$ cat config.mk
export PLATFORM = sky130hd
export DESIGN_NAME = wishbone_bus_bi
export DESIGN_NICKNAME = d
export VERILOG_FILES = /design/src/rtl/usb_bi_pkg.sv /design/src/rtl/bus_read_mux.sv /design/src/rtl/wishbone_bus_bi.sv
export SDC_FILE = /design/constraint.sdc
export NUM_CORES = 1
export LEC_CHECK = 0
export CORE_ASPECT_RATIO = 0.6
export CORE_MARGIN = 10
export CORE_UTILIZATION = 38
export DETAILED_ROUTE_END_ITERATION = 10
export MAX_ROUTING_LAYER = met4
export PLACE_DENSITY = 0.84
export SYNTH_ARGS = -nofsm -noshare
export SYNTH_HDL_FRONTEND = slang
export SYNTH_SLANG_ARGS = --single-unit
$ cat constraint.sdc
create_clock -name busClk -period 3.6 [get_ports busClk]
set_clock_uncertainty 0.1 [all_clocks]
set_input_delay 0.72 -clock busClk [delete_from_list [all_inputs] [get_ports busClk]]
set_output_delay 0.72 -clock busClk [all_outputs]
set_load 0.01 [all_outputs]
$ cat src/rtl/usb_bi_pkg.sv
// Shared definitions for the USB core Wishbone bus interface:
// address region codes, FSM state type and the one-hot select bundle.
package usb_bi_pkg;

    // address[7:4] values that select each sub-block
    localparam logic [3:0] HOST_CTRL_REGION  = 4'h0;
    localparam logic [3:0] FIFO_REGION       = 4'h2;
    localparam logic [3:0] SLAVE_CTRL_REGION = 4'h4;
    localparam logic [3:0] HSMUX_REGION      = 4'h6;

    typedef enum logic [1:0] {
        IDLE   = 2'd0,
        ACCESS = 2'd1,
        ACK    = 2'd2
    } bi_state_t;

    // One-hot block select; all zero for an unmapped address
    typedef struct packed {
        logic hsmux;
        logic slave_ctrl;
        logic fifo;
        logic host_ctrl;
    } bi_sel_t;

    // Map the upper address nibble onto the block selects
    function automatic bi_sel_t decode_region(input logic [3:0] region);
        bi_sel_t sel;
        sel = '0;
        case (region)
            HOST_CTRL_REGION:  sel.host_ctrl  = 1'b1;
            FIFO_REGION:       sel.fifo       = 1'b1;
            SLAVE_CTRL_REGION: sel.slave_ctrl = 1'b1;
            HSMUX_REGION:      sel.hsmux      = 1'b1;
            default:           sel = '0;
        endcase
        return sel;
    endfunction

endpackage

$ cat src/rtl/bus_read_mux.sv
// Read-data return path: OR-combines the selected sub-block's read data
// and registers it onto the Wishbone data output at the end of ACCESS.
module bus_read_mux
    import usb_bi_pkg::*;
(
    input  logic       clk,
    input  logic       rst,
    input  logic       load_en,
    input  bi_sel_t    sel,
    input  logic       write_en,
    input  logic [7:0] host_ctrl_rd_data,
    input  logic [7:0] fifo_rd_data,
    input  logic [7:0] slave_ctrl_rd_data,
    input  logic [7:0] hsmux_rd_data,
    output logic [7:0] data_out
);

    logic [7:0] data_out_q;
    logic [7:0] data_out_d;

    // Select read data; writes and unmapped addresses return zero
    always_comb begin
        data_out_d = data_out_q;
        if (load_en) begin
            if (write_en) begin
                data_out_d = '0;
            end else begin
                data_out_d = ({8{sel.host_ctrl}}  & host_ctrl_rd_data)
                           | ({8{sel.fifo}}       & fifo_rd_data)
                           | ({8{sel.slave_ctrl}} & slave_ctrl_rd_data)
                           | ({8{sel.hsmux}}      & hsmux_rd_data);
            end
        end
    end

    // Output data register
    always_ff @(posedge clk or posedge rst) begin
        if (rst) begin
            data_out_q <= '0;
        end else begin
            data_out_q <= data_out_d;
        end
    end

    assign data_out = data_out_q;

endmodule

$ cat src/rtl/wishbone_bus_bi.sv
// Wishbone classic slave front end: decodes the address into block selects,
// re-times each bus cycle into a single-cycle registered strobe bundle and
// returns registered read data with a one-cycle ack.
module wishbone_bus_bi
    import usb_bi_pkg::*;
(
    input  logic       busClk,
    input  logic       rst,
    input  logic [7:0] address,
    input  logic [7:0] dataIn,
    input  logic       writeEn,
    input  logic       strobe_i,
    input  logic       cyc_i,
    output logic       ack_o,
    output logic [7:0] dataOut,
    output logic [3:0] regAddr,
    output logic [7:0] regDataOut,
    output logic       regWriteEn,
    output logic       strobeOut,
    output logic       hostCtrlSel,
    output logic       fifoSel,
    output logic       slaveCtrlSel,
    output logic       hostSlaveMuxSel,
    input  logic [7:0] hostCtrlRdData,
    input  logic [7:0] fifoRdData,
    input  logic [7:0] slaveCtrlRdData,
    input  logic [7:0] hostSlaveMuxRdData
);

    bi_state_t  state_q, state_d;
    logic [3:0] reg_addr_q, reg_addr_d;
    logic [7:0] reg_data_q, reg_data_d;
    logic       reg_we_q, reg_we_d;
    bi_sel_t    sel_q, sel_d;
    logic       strobe_q, strobe_d;
    logic       ack_q, ack_d;
    logic       load_rd;

    // Next-state, capture and output decode
    always_comb begin
        state_d    = state_q;
        reg_addr_d = reg_addr_q;
        reg_data_d = reg_data_q;
        reg_we_d   = reg_we_q;
        sel_d      = sel_q;
        strobe_d   = 1'b0;
        ack_d      = 1'b0;
        load_rd    = 1'b0;
        case (state_q)
            IDLE: begin
                if (cyc_i && strobe_i) begin
                    reg_addr_d = address[3:0];
                    reg_data_d = dataIn;
                    reg_we_d   = writeEn;
                    sel_d      = decode_region(address[7:4]);
                    strobe_d   = |decode_region(address[7:4]);
                    state_d    = ACCESS;
                end
            end
            ACCESS: begin
                load_rd = 1'b1;
                ack_d   = 1'b1;
                state_d = ACK;
            end
            ACK: begin
                state_d = IDLE;
            end
            default: begin
                state_d = IDLE;
            end
        endcase
    end

    // State and registered bus bundle
    always_ff @(posedge busClk or posedge rst) begin
        if (rst) begin
            state_q    <= IDLE;
            reg_addr_q <= '0;
            reg_data_q <= '0;
            reg_we_q   <= 1'b0;
            sel_q      <= '0;
            strobe_q   <= 1'b0;
            ack_q      <= 1'b0;
        end else begin
            state_q    <= state_d;
            reg_addr_q <= reg_addr_d;
            reg_data_q <= reg_data_d;
            reg_we_q   <= reg_we_d;
            sel_q      <= sel_d;
            strobe_q   <= strobe_d;
            ack_q      <= ack_d;
        end
    end

    bus_read_mux u_read_mux (
        .clk                (busClk),
        .rst                (rst),
        .load_en            (load_rd),
        .sel                (sel_q),
        .write_en           (reg_we_q),
        .host_ctrl_rd_data  (hostCtrlRdData),
        .fifo_rd_data       (fifoRdData),
        .slave_ctrl_rd_data (slaveCtrlRdData),
        .hsmux_rd_data      (hostSlaveMuxRdData),
        .data_out           (dataOut)
    );

    assign ack_o           = ack_q;
    assign strobeOut       = strobe_q;
    assign regAddr         = reg_addr_q;
    assign regDataOut      = reg_data_q;
    assign regWriteEn      = reg_we_q;
    assign hostCtrlSel     = sel_q.host_ctrl;
    assign fifoSel         = sel_q.fifo;
    assign slaveCtrlSel    = sel_q.slave_ctrl;
    assign hostSlaveMuxSel = sel_q.hsmux;

endmodule
==> reports/qor.csv <==
metric,value,unit
dpl.hpwl,3658,µm
regToRegSetupSlack,1.88,ns
wl_per_cell,18.40,µm
postSynthCellCount,126,
viasPerCell,5.000,
power_frac_comb,27.2,%
swShare,26.64,%
holdCritStartpoint,regDataOut[3]$_DFFE_PP0P_,
post-route-util,71.42,%
port_buffers,79,
layout_min_cycle_time,2.299,ns
clock_latency,0.28,ns
intPower,672.6,µW
num_vias,1235,
die_w,93.86,µm
synth_top_area_share,58.35,%
critical_path_arrival,1.48,ns
clock-sinks,29,
grt_pass1_vias,1332,
cellPowerDensity,427.5,nW/µm²
cts_buffers,5,
fin_crit_sh,63.86,%
p_seq_share,44.0,%
ios,80,
ys_warn_count,0,
ctsHoldBuffers,0,
ff2ff_path_depth,5,
final-hold-violation-count,0,
path_cells,clkdlybuf4s50_1,
slowest_stage,clkdlybuf4s50_1,
antenna_found_initial,0,
crit_start,hostCtrlSel$_DFFE_PP0P_,
std_cell_rows,15,
routed_wl,4544,µm
syn-num-nets,179,
pre_cts_ws,1.175,ns
rsz0062_at_grt,false,
path_delay_family,buffers and inverters,
post-route-cell-area,2145,µm²
dieArea,6036,µm²
dr.pass1.iters,4,
crit_required,2.78,ns
antenna_cells,0,
antenna_left,0,
syn_to_final_growth,72.43,%
cp-start-kind,flip-flop,
drt_iter0_drc,52,
netlist_top_cells_area,"dfrtp_1 (58%), nand2_1 (15%), a22oi_1 (9.7%)",
cts.htree.levels,2,
grt-ovfl-total,0,
postCtsSetupRepairBufs,0,
place_area,2058,µm²
leakage,0.9947,nW
die_y,64.32,µm
maxSlewViolCount,0,
clkTransAtPathRegs,0.06,ns
postSynthAreaPerCell,9.871,µm²
slowest_delay,0.62,ns
tns,0,ns
dp_cells,240,
endpoint_kind,primary output,
p_switching,244.3,µW
clock_path_buffers,2,
ys_ff_latch,29,
maxCapViolations,0,
slew-limit-headroom,29.74,%
grt_pass1_wl,7003,µm
vdd_drop_max,0.0002721,V
grt_max_degree,30,
place_congestion,0.8563,
synth.cell_area,1244,µm²
clockPowerShare,28.8,%
cts_root_buffer,clkbuf_8,
coreArea,3003,µm²
crit_fanout,10,
setup.worst_path.class,reg2out,
fmax,435.0,MHz
min_path_type,reg2reg,
track_usage,15.57,%
timing.rr.start,state_q[0]$_DFFE_PP0P_,
setup_violations,0,
drive_gt1_share,4.390,%
timing.rr.end,hostSlaveMuxSel$_DFFE_PP0P_,
start_util,41.42,%
endpoint,hostCtrlSel,
worst_slack,1.301,ns
worst-path-buf-inv,1,
status,"finished, final reports clean",
yosys.area.top_type,dfrtp_1,
post_cts.resized_instances,0,
worst_hold_slack,0.3771,ns
yosysSeqAreaShare,58.35,%
final_cells,247,
worst_slew_pin_slew,1.053,ns
nets,258,
ys_types,15,
cts_tree,yes,
cp.depth,1,
drc_errors,0,
power,916.9,µW
## power by group through the flow
stage / combinational (mW) / sequential, mW / clock (mW)
floorplan: 0.0692 / 0.419 / 0
global placement: 0.247 / 0.407 / 0
detailed placement: 0.252 / 0.408 / 0
CTS: 0.254 / 0.404 / 0.270
global route: 0.269 / 0.408 / 0.283
finish: 0.249 / 0.404 / 0.264
## flip-flops by register name, summed over array words and instances, names as in the netlist
register / flops
ack_o: 1
fifoSel: 1
hostCtrlSel: 1
hostSlaveMuxSel: 1
regAddr: 4
regDataOut: 8
regWriteEn: 1
slaveCtrlSel: 1
state_q: 2
strobeOut: 1
u_read_mux.data_out: 8
## area by class of cell
type                            instances  area, µm²
Clock buffer                            7      86.33
Fill cell                             218      858.3
Inverter                                5      18.77
Multi-Input combinational cell         84      462.9
Sequential cell                        29      725.7
Tap cell                               42      52.55
Timing Repair Buffer                   80      798.3
## cell usage after synthesis (all sizes together)
| library cell | count |
|---|---|
| nand2b | 1 |
| nor3 | 1 |
| buf | 3 |
| dfrtp | 29 |
| nor4 | 1 |
| clkbuf | 5 |
| inv | 5 |
| nand2 | 49 |
| nand4bb | 1 |
| a22o | 10 |
| nand3 | 1 |
| o21ai | 2 |
| nor2 | 2 |
| a22oi | 16 |
## how the worst min path moves through the flow
| stage | to | slack [ns] | cells after the start |
|---|---|---|---|
| 2_1_floorplan | regAddr[1]$_DFFE_PP0P_ | 0.41 | 2 |
| 5_1_grt | regAddr[2]$_DFFE_PP0P_ | 0.41 | 2 |
| 3_3_place_gp | regDataOut[3]$_DFFE_PP0P_ | 0.36 | 2 |
| 4_1_cts | regDataOut[3]$_DFFE_PP0P_ | 0.38 | 2 |
| 6_report | regDataOut[3]$_DFFE_PP0P_ | 0.38 | 2 |
| 3_5_place_dp | regDataOut[3]$_DFFE_PP0P_ | 0.37 | 2 |
## cell usage in the layout, fill, tap and decap left out, types with 2 or more instances in the layout
master	Yosys	routed
a22o_1	10	10
a22oi_1	16	16
clkbuf_8	0	6
clkdlybuf4s50_1	0	79
dfrtp_1	29	29
inv_1	5	5
nand2_1	49	49
nor2_1	2	2
o21ai_0	2	2
## tightest hold or removal path, stage by stage, from the launching register on
cell and delay, ns:
dfrtp_1 0.34, nand2_1 0.05, nand2_1 0.06
## cell families after synthesis
group / synth area share [%]
DFF: 58.35
and+or+nand+nor: 19.72
AOI/OAI and AO/OA: 17.51
buffers and inverters: 4.427
## layer usage
layer	global-route usage, %	up-vias	wire length [µm]
li1	-	588	-
met1	16.75	583	1860
met2	26.37	57	2394
met3	4.196	7	230
met4	6.981	0	57
met5	-	-	0
Power figures use the tool's default switching activity.
